## src/rtl/mw_eeprom_resp.sv

```systemverilog
// mw_eeprom_resp -- Microwire (93C46-class) serial EEPROM responder.
//
// Device end of the 3-wire Microwire bus. CS/SK/DI are asynchronous to clk and
// are double-flopped. SK is edge-detected on clk. The responder decodes the
// start bit, the opcode and the address, shifts read data out MSB first, and
// models program/erase with a busy/ready status that is shown on DO.
//
// Ports
//   clk    in   system clock, all logic on posedge
//   rst_n  in   synchronous active-low reset
//   cs     in   chip select, active high (async)
//   sk     in   serial clock from initiator (async, <= clk/4)
//   di     in   serial data in, sampled on SK rise
//   do_o   out  serial data out / ready status
//   do_oe  out  1 = responder drives do_o
//   busy   out  1 = program/erase in progress
module mw_eeprom_resp #(
  parameter int unsigned ADDR_W      = 6,
  parameter int unsigned DATA_W      = 16,
  parameter int unsigned BUSY_CYCLES = 64
) (
  input  logic clk,
  input  logic rst_n,
  input  logic cs,
  input  logic sk,
  input  logic di,
  output logic do_o,
  output logic do_oe,
  output logic busy
);

  localparam int unsigned DEPTH  = 1 << ADDR_W;
  localparam int unsigned CNT_W  = $clog2(DATA_W + ADDR_W + 1);
  localparam int unsigned BCNT_W = $clog2(BUSY_CYCLES + 1);

  localparam logic [2:0] S_IDLE = 3'd0;
  localparam logic [2:0] S_OPC  = 3'd1;
  localparam logic [2:0] S_ADDR = 3'd2;
  localparam logic [2:0] S_DIN  = 3'd3;
  localparam logic [2:0] S_DOUT = 3'd4;
  localparam logic [2:0] S_PROG = 3'd5;

  localparam logic [1:0] OP_EXT   = 2'b00;
  localparam logic [1:0] OP_WRITE = 2'b01;
  localparam logic [1:0] OP_READ  = 2'b10;
  localparam logic [1:0] OP_ERASE = 2'b11;

  localparam logic [1:0] EXT_EWDS = 2'b00;
  localparam logic [1:0] EXT_WRAL = 2'b01;
  localparam logic [1:0] EXT_ERAL = 2'b10;
  localparam logic [1:0] EXT_EWEN = 2'b11;

  logic              r_cs_m, r_cs_s;
  logic              r_sk_m, r_sk_s, r_sk_d;
  logic              r_di_m, r_di_s;
  logic [2:0]        r_state;
  logic [1:0]        r_opc;
  logic [ADDR_W-1:0] r_addr;
  logic [DATA_W-1:0] r_sr;
  logic [CNT_W-1:0]  r_cnt;
  logic              r_done;   // ADDR state: command decoded, waiting for cs fall
  logic              r_hold;   // IDLE: still showing "ready" until cs goes low
  logic              r_wen;
  logic              r_busy;
  logic [BCNT_W-1:0] r_bcnt;
  logic              r_do;
  logic              r_oe;
  logic [DATA_W-1:0] r_mem [DEPTH];

  logic              w_sk_rise;
  logic [ADDR_W-1:0] w_addr_nx;
  logic [ADDR_W-1:0] w_addr_inc;
  logic              w_er_op;
  logic              w_all;
  logic              w_prog_start;
  logic [DATA_W-1:0] w_prog_data;

  always_comb begin
    w_sk_rise  = r_sk_s & ~r_sk_d;
    w_addr_nx  = {r_addr[ADDR_W-2:0], r_di_s};
    w_addr_inc = r_addr + ADDR_W'(1);
    w_er_op    = (r_opc == OP_ERASE) ||
                 ((r_opc == OP_EXT) && (r_addr[ADDR_W-1 -: 2] == EXT_ERAL));
    w_all      = (r_opc == OP_EXT);
    // A program starts on cs fall only after a complete WRITE/WRAL or a decoded
    // ERASE/ERAL, and only while writes are enabled.
    w_prog_start = ~r_cs_s && r_wen && (r_state != S_PROG) &&
                   (((r_state == S_DIN) && (r_cnt == CNT_W'(DATA_W))) ||
                    ((r_state == S_ADDR) && r_done && w_er_op));
    w_prog_data  = (r_state == S_ADDR) ? '1 : r_sr;
  end

  always_ff @(posedge clk) begin
    if (!rst_n) begin
      r_cs_m <= 1'b0;
      r_cs_s <= 1'b0;
      r_sk_m <= 1'b0;
      r_sk_s <= 1'b0;
      r_sk_d <= 1'b0;
      r_di_m <= 1'b0;
      r_di_s <= 1'b0;
    end else begin
      r_cs_m <= cs;
      r_cs_s <= r_cs_m;
      r_sk_m <= sk;
      r_sk_s <= r_sk_m;
      r_sk_d <= r_sk_s;
      r_di_m <= di;
      r_di_s <= r_di_m;
    end
  end

  always_ff @(posedge clk) begin
    if (!rst_n) begin
      for (int unsigned i = 0; i < DEPTH; i++) r_mem[i] <= '1;
    end else if (w_prog_start) begin
      for (int unsigned i = 0; i < DEPTH; i++) begin
        if (w_all || (r_addr == ADDR_W'(i))) r_mem[i] <= w_prog_data;
      end
    end
  end

  always_ff @(posedge clk) begin
    if (!rst_n) begin
      r_state <= S_IDLE;
      r_opc   <= '0;
      r_addr  <= '0;
      r_sr    <= '0;
      r_cnt   <= '0;
      r_done  <= 1'b0;
      r_hold  <= 1'b0;
      r_wen   <= 1'b0;
      r_busy  <= 1'b0;
      r_bcnt  <= '0;
      r_do    <= 1'b0;
      r_oe    <= 1'b0;
    end else if (r_state == S_PROG) begin
      // SK/DI ignored; cs only decides whether status is driven.
      r_oe <= r_cs_s;
      if (r_bcnt == BCNT_W'(1)) begin
        r_busy  <= 1'b0;
        r_bcnt  <= '0;
        r_state <= S_IDLE;
        r_hold  <= r_cs_s;
        r_do    <= r_cs_s;
      end else begin
        r_bcnt <= r_bcnt - BCNT_W'(1);
        r_do   <= 1'b0;
      end
    end else if (!r_cs_s) begin
      r_state <= S_IDLE;
      r_oe    <= 1'b0;
      r_do    <= 1'b0;
      r_done  <= 1'b0;
      r_cnt   <= '0;
      r_hold  <= 1'b0;
      if (w_prog_start) begin
        r_state <= S_PROG;
        r_busy  <= 1'b1;
        r_bcnt  <= BCNT_W'(BUSY_CYCLES);
      end
    end else begin
      case (r_state)
        S_IDLE: begin
          if (r_hold) begin
            r_oe <= 1'b1;
            r_do <= 1'b1;
          end else if (w_sk_rise && r_di_s && !r_busy) begin
            r_state <= S_OPC;
            r_cnt   <= '0;
            r_oe    <= 1'b0;
            r_do    <= 1'b0;
          end
        end
        S_OPC: begin
          if (w_sk_rise) begin
            r_opc <= {r_opc[0], r_di_s};
            if (r_cnt == CNT_W'(1)) begin
              r_state <= S_ADDR;
              r_cnt   <= '0;
              r_done  <= 1'b0;
            end else begin
              r_cnt <= r_cnt + CNT_W'(1);
            end
          end
        end
        S_ADDR: begin
          if (w_sk_rise && !r_done) begin
            r_addr <= w_addr_nx;
            if (r_cnt == CNT_W'(ADDR_W - 1)) begin
              r_cnt <= '0;
              case (r_opc)
                OP_READ: begin
                  r_state <= S_DOUT;
                  r_oe    <= 1'b1;
                  r_do    <= 1'b0;
                  r_sr    <= r_mem[w_addr_nx];
                end
                OP_WRITE: r_state <= S_DIN;
                OP_ERASE: r_done  <= 1'b1;
                default: begin
                  case (w_addr_nx[ADDR_W-1 -: 2])
                    EXT_WRAL: r_state <= S_DIN;
                    EXT_ERAL: r_done  <= 1'b1;
                    EXT_EWEN: begin
                      r_wen  <= 1'b1;
                      r_done <= 1'b1;
                    end
                    default: begin
                      r_wen  <= 1'b0;
                      r_done <= 1'b1;
                    end
                  endcase
                end
              endcase
            end else begin
              r_cnt <= r_cnt + CNT_W'(1);
            end
          end
        end
        S_DIN: begin
          if (w_sk_rise && (r_cnt != CNT_W'(DATA_W))) begin
            r_sr  <= {r_sr[DATA_W-2:0], r_di_s};
            r_cnt <= r_cnt + CNT_W'(1);
          end
        end
        S_DOUT: begin
          // After the LSB, the next word is fetched so the following rise
          // presents its MSB with no extra dummy bit.
          if (w_sk_rise) begin
            r_do <= r_sr[DATA_W-1];
            if (r_cnt == CNT_W'(DATA_W - 1)) begin
              r_cnt  <= '0;
              r_addr <= w_addr_inc;
              r_sr   <= r_mem[w_addr_inc];
            end else begin
              r_cnt <= r_cnt + CNT_W'(1);
              r_sr  <= {r_sr[DATA_W-2:0], 1'b0};
            end
          end
        end
        default: r_state <= S_IDLE;
      endcase
    end
  end

  assign do_o  = r_do;
  assign do_oe = r_oe;
  assign busy  = r_busy;

endmodule

```

## config.mk

```make
export PLATFORM = sky130hd
export DESIGN_NAME = mw_eeprom_resp
export DESIGN_NICKNAME = d
export VERILOG_FILES = /design/src/rtl/mw_eeprom_resp.sv
export SDC_FILE = /design/constraint.sdc
export NUM_CORES = 2
export LEC_CHECK = 0
export ABC_AREA = 1
export BUFFER_PORTS_ARGS = -buffer_cell sky130_fd_sc_hd__buf_2
export CAP_MARGIN = 40
export CORE_ASPECT_RATIO = 1.2
export CORE_MARGIN = 8
export CORE_UTILIZATION = 38
export DETAILED_ROUTE_END_ITERATION = 16
export GPL_TIMING_DRIVEN = 0
export PLACE_DENSITY = 0.54
export REMOVE_ABC_BUFFERS = 1
export SETUP_SLACK_MARGIN = 0.2
export SLEW_MARGIN = 20
export SYNTH_ARGS = -nofsm -noshare
export SYNTH_HDL_FRONTEND = slang
export SYNTH_SLANG_ARGS = --single-unit
```

## constraint.sdc

```tcl
create_clock -name clk -period 4.4 [get_ports clk]
set_input_delay 0.66 -clock clk [delete_from_list [all_inputs] [get_ports clk]]
set_output_delay 0.66 -clock clk [all_outputs]
set_load 0.01 [all_outputs]
```

==> impl_results.md <==
- Outcome: finished, final reports clean
- Sequential-to-total area share from yosys stat: 54.3%
- Most common cell in the netlist: sky130_fd_sc_hd__nand2_1
- ANT cells: 0
- Slack of the critical path: 0.213 ns
- Count of antenna-violating nets left after detailed routing: 0
- Routability congestion estimate from global placement: 0.913
- Post-Place Cell Area: 62100 um^2
- Data required time at the worst endpoint: 5.06 ns
- Clock Latency Late Sink: 0.77 ns
- Wire length reported by the detailed router: 213000 um
- Post-detailed-route via-to-cell ratio: 5.67
- LEAKAGE: 25.1 nW
- Proportion of synthesized area in mux cells: 0%
- Clock tree from TritonCTS: built
- Destination of the critical timing path: r_sr[14]
- Share of synthesized cell area in and, or, nand and nor gates: 27.5%
- Core Region: 153000 um^2
- Crit path capture type: flop
- H-tree level count: 4
- Power density over the cells: 369 nW/um^2
- Mapped cell area: 58500 um^2
- Num ports: 8
- Input/output buffers: 7
- EDFF count, synth: 1024
- Initial core utilization: 38.3%
- Vias in the first global route: 45793
- First-pass iteration count of the detailed router: 6
- Register share of total power: 47.8%
- Unrepaired setup endpoints after global routing: yes
- Worst R2R Start: r_addr[1]
- Total power draw: 24.6 mW
- Synth Area in Adders: 0.364%
- Post-route insts no fill: 8753
- Endpoint arrival time on the critical path: 4.85 ns
- Post-synthesis xor/xnor area fraction: 0.105%
- Sw Ratio: 24.9%
- Die Y-Extent: 446 um
- Cells on worst reg2reg path: 18
- Synthesized flop and latch total: 1076
- Initial antenna violation count: 1
- Worst setup skew after layout: 0.0268 ns
- Minimum period implied by the final worst setup slack: 4.19 ns
- Synthesized-area fraction occupied by ao, oa, aoi and oai cells: 9.05%
- Final max-slew violation count: 0
- Critical Path Start Type: flop
- Cell taking the most area after synthesis: sky130_fd_sc_hd__edfxtp_1
- Number of max-capacitance violations reported: 0
- Commonest cells in the netlist: sky130_fd_sc_hd__nand2_1, sky130_fd_sc_hd__nand3_1, sky130_fd_sc_hd__edfxtp_1, sky130_fd_sc_hd__inv_1, sky130_fd_sc_hd__nor2_1
- DPL Wire Length: 134000 um
- Combinational share of power: 9.5%
- Final routed DRC violation total: 0
- Peak supply drop: 0.430 mV
- Dominant combinational cell family by area after synthesis: simple AND/OR/NAND/NOR gates
- Floorplan die width: 374 um
- Category of the most critical setup path: reg -> reg
- Average cell area after synthesis: 8.49 um^2
- Final period utilization: 95.2%
- Detailed-route wire length per cell: 24.4 um
- Cell types occupying the most area after synthesis: sky130_fd_sc_hd__edfxtp_1, sky130_fd_sc_hd__nand2_1, sky130_fd_sc_hd__nand3_1
- Final nets: 6689
- Root buf cell: sky130_fd_sc_hd__clkbuf_16
- Asr flop ratio synth: 0%
- Total non-filler cell area in the finished layout: 66500 um^2
- Net switching power: 6.12 mW
- Total Die Area: 167000 um^2
- Number of warnings issued by yosys: 0
- Number of setup violations in the final report: 0
- Tot GR Track Use: 24.4%
- Area share of the largest cell type after synthesis: 52.6%
- Internal: 18.5 mW
- Predominant post-synthesis flop cell: sky130_fd_sc_hd__edfxtp_1
- Max Fclk: 0.239 GHz
- Share of layout cells above drive strength 1: 8.81%
- Number of standard cells after synthesis: 6891
- Number of vias after detailed routing: 49667
- Number of violations reported at the end of detailed-routing iteration 0: 5367
- Clock transition at the register clock pins on the worst setup and hold paths after CTS: 0.06 ns
- Worst Hold Class: in -> reg
- Longest Clk Path Bufs: 3
- Final number of hold-violating endpoints: 0
- CP max FO: 68
- Max transition margin: 37.2%
- Worst r2r dst: r_sr[14]
- Number of sinks handled by clock tree synthesis: 1076
- CP Launch Point: r_addr[1]
- Largest net degree at the start of global routing: 131
- Clock Power Share: 42.7%
- Setup slack after placement: -0.839 ns
- Number of different library cells in the post-synthesis netlist: 44
- Flop2flop setup slack: 0.21 ns
- Measured slew at the worst slew-check pin: 0.941 ns
- Overflow after GRT: 0
- Number of cells in the design after placement: 8504
- Global-route wire length before repair: 305000 um
- Placement row count: 157
- Clock buffer count from CTS: 130
- Area Overhead vs Synth: 13.8%
-- kinds of logic after synthesis --
family,after synthesis
AND/OR/NAND/NOR,3808
buffers and inverters,1114
flip-flops,1076
AO/OA/AOI/OAI,872
adder cells (fa/ha/maj),17
XOR/XNOR,4
-- timing repair --
item | 4_1_cts | 5_1_grt
hold buffers | 0 | 0
gates cloned | 3 | 2
pin swaps | 1 | 0
gates resized for setup | 4 | 3
endpoints found under the setup margin | 123 | 76
buffers inserted | 5 | 0
-- flip-flops by register name, indices dropped and copies added (netlist names), 2 cells and up --
name / flops
r_state: 3
r_opc: 2
r_cnt: 5
r_bcnt: 7
r_addr: 6
r_mem: 1024
r_sr: 16
-- power by group through the flow --
stage / clock network (mW) / logic (mW) / registers [mW]
finish: 10.5 / 2.34 / 11.8
global route: 10.9 / 2.48 / 11.8
CTS: 10.6 / 2.30 / 11.8
detailed placement: 0 / 2.28 / 12.0
global placement: 0 / 2.03 / 12.1
floorplan: 0 / 1.19 / 12.0
-- final cells by class --
cell class / instances / area [um^2]
multi-input combinational: 4701 / 22100
timing repair buffer: 169 / 3740
clock inverter: 67 / 533
sequential: 1076 / 31800
timing repair inverter: 1 / 8.76
fill: 14688 / 86300
inverter: 588 / 2270
tap: 1987 / 2490
clock buffer: 164 / 3560
-- layout by cell type (no fill, tap or decap), types with 4 or more instances in the layout --
cell / count
sky130_fd_sc_hd__a21oi_1: 104
sky130_fd_sc_hd__a31oi_1: 4
sky130_fd_sc_hd__buf_12: 30
sky130_fd_sc_hd__buf_16: 88
sky130_fd_sc_hd__buf_2: 6
sky130_fd_sc_hd__buf_4: 4
sky130_fd_sc_hd__buf_8: 34
sky130_fd_sc_hd__bufinv_16: 8
sky130_fd_sc_hd__clkbuf_1: 24
sky130_fd_sc_hd__clkbuf_16: 139
sky130_fd_sc_hd__clkinv_1: 33
sky130_fd_sc_hd__clkinv_2: 40
sky130_fd_sc_hd__clkinvlp_4: 5
sky130_fd_sc_hd__dfxtp_1: 49
sky130_fd_sc_hd__edfxtp_1: 1024
sky130_fd_sc_hd__ha_1: 16
sky130_fd_sc_hd__inv_1: 527
sky130_fd_sc_hd__inv_2: 32
sky130_fd_sc_hd__inv_6: 5
sky130_fd_sc_hd__nand2_1: 2094
sky130_fd_sc_hd__nand2_2: 29
sky130_fd_sc_hd__nand2_4: 4
sky130_fd_sc_hd__nand3_1: 1103
sky130_fd_sc_hd__nor2_1: 436
sky130_fd_sc_hd__nor2_2: 5
sky130_fd_sc_hd__nor2_4: 21
sky130_fd_sc_hd__nor3_1: 7
sky130_fd_sc_hd__o211a_1: 8
sky130_fd_sc_hd__o211ai_1: 343
sky130_fd_sc_hd__o21ai_0: 347
sky130_fd_sc_hd__o21ai_1: 30
sky130_fd_sc_hd__o21ai_4: 26
sky130_fd_sc_hd__o22ai_1: 5
sky130_fd_sc_hd__or2_2: 95
-- critical path, stage by stage, from the launching register on --
cell and delay, ns:
sky130_fd_sc_hd__dfxtp_4 0.35, sky130_fd_sc_hd__buf_12 0.16, sky130_fd_sc_hd__buf_12 0.19, sky130_fd_sc_hd__inv_12 0.23
sky130_fd_sc_hd__buf_16 0.32, sky130_fd_sc_hd__buf_16 0.24, sky130_fd_sc_hd__ha_4 0.25, sky130_fd_sc_hd__buf_16 0.20
sky130_fd_sc_hd__inv_16 0.24, sky130_fd_sc_hd__buf_16 0.34, sky130_fd_sc_hd__nand3_1 0.15, sky130_fd_sc_hd__nand3_1 0.16
sky130_fd_sc_hd__nand2_1 0.16, sky130_fd_sc_hd__nand2_1 0.09, sky130_fd_sc_hd__nand3_1 0.13, sky130_fd_sc_hd__nand3_1 0.22
sky130_fd_sc_hd__a21oi_1 0.09, sky130_fd_sc_hd__nor2_1 0.18, sky130_fd_sc_hd__nor2_1 0.06
-- per-layer routing --
| layer | routed length (um) | vias to the layer above | track usage (%) |
|---|---|---|---|
| met4 | 16500 | 0 | 16.2 |
| met1 | 79700 | 23776 | 29.3 |
| met5 | 0 | - | 0 |
| li1 | - | 22771 | - |
| met3 | 17400 | 656 | 4.28 |
| met2 | 99700 | 2464 | 40.4 |
-- per-stage QoR --
step / hold slack (ns) / util (%) / TNS, ns
after floorplan: 0.390 / - / -
after global placement: 0.398 / 38.1 / -
after detailed placement: 0.408 / 40.6 / -11.31
after CTS: 0.0406 / 43.4 / 0
after global routing: 0.0627 / 43.5 / 0
final: 0.0791 / 43.5 / 0
-- worst min path at each step --
stage          cells past startpoint   start  slack, ns      to
4_1_cts                            3      cs       0.04  r_cs_m
5_1_grt                            3      sk       0.06  r_sk_m
3_3_place_gp                       2  r_di_m       0.40  r_di_s
2_1_floorplan                      2  r_cs_m       0.39  r_cs_s
6_report                           3      sk       0.08  r_sk_m
3_5_place_dp                       2  r_di_m       0.41  r_di_s
(Power assumes the default switching activity.)
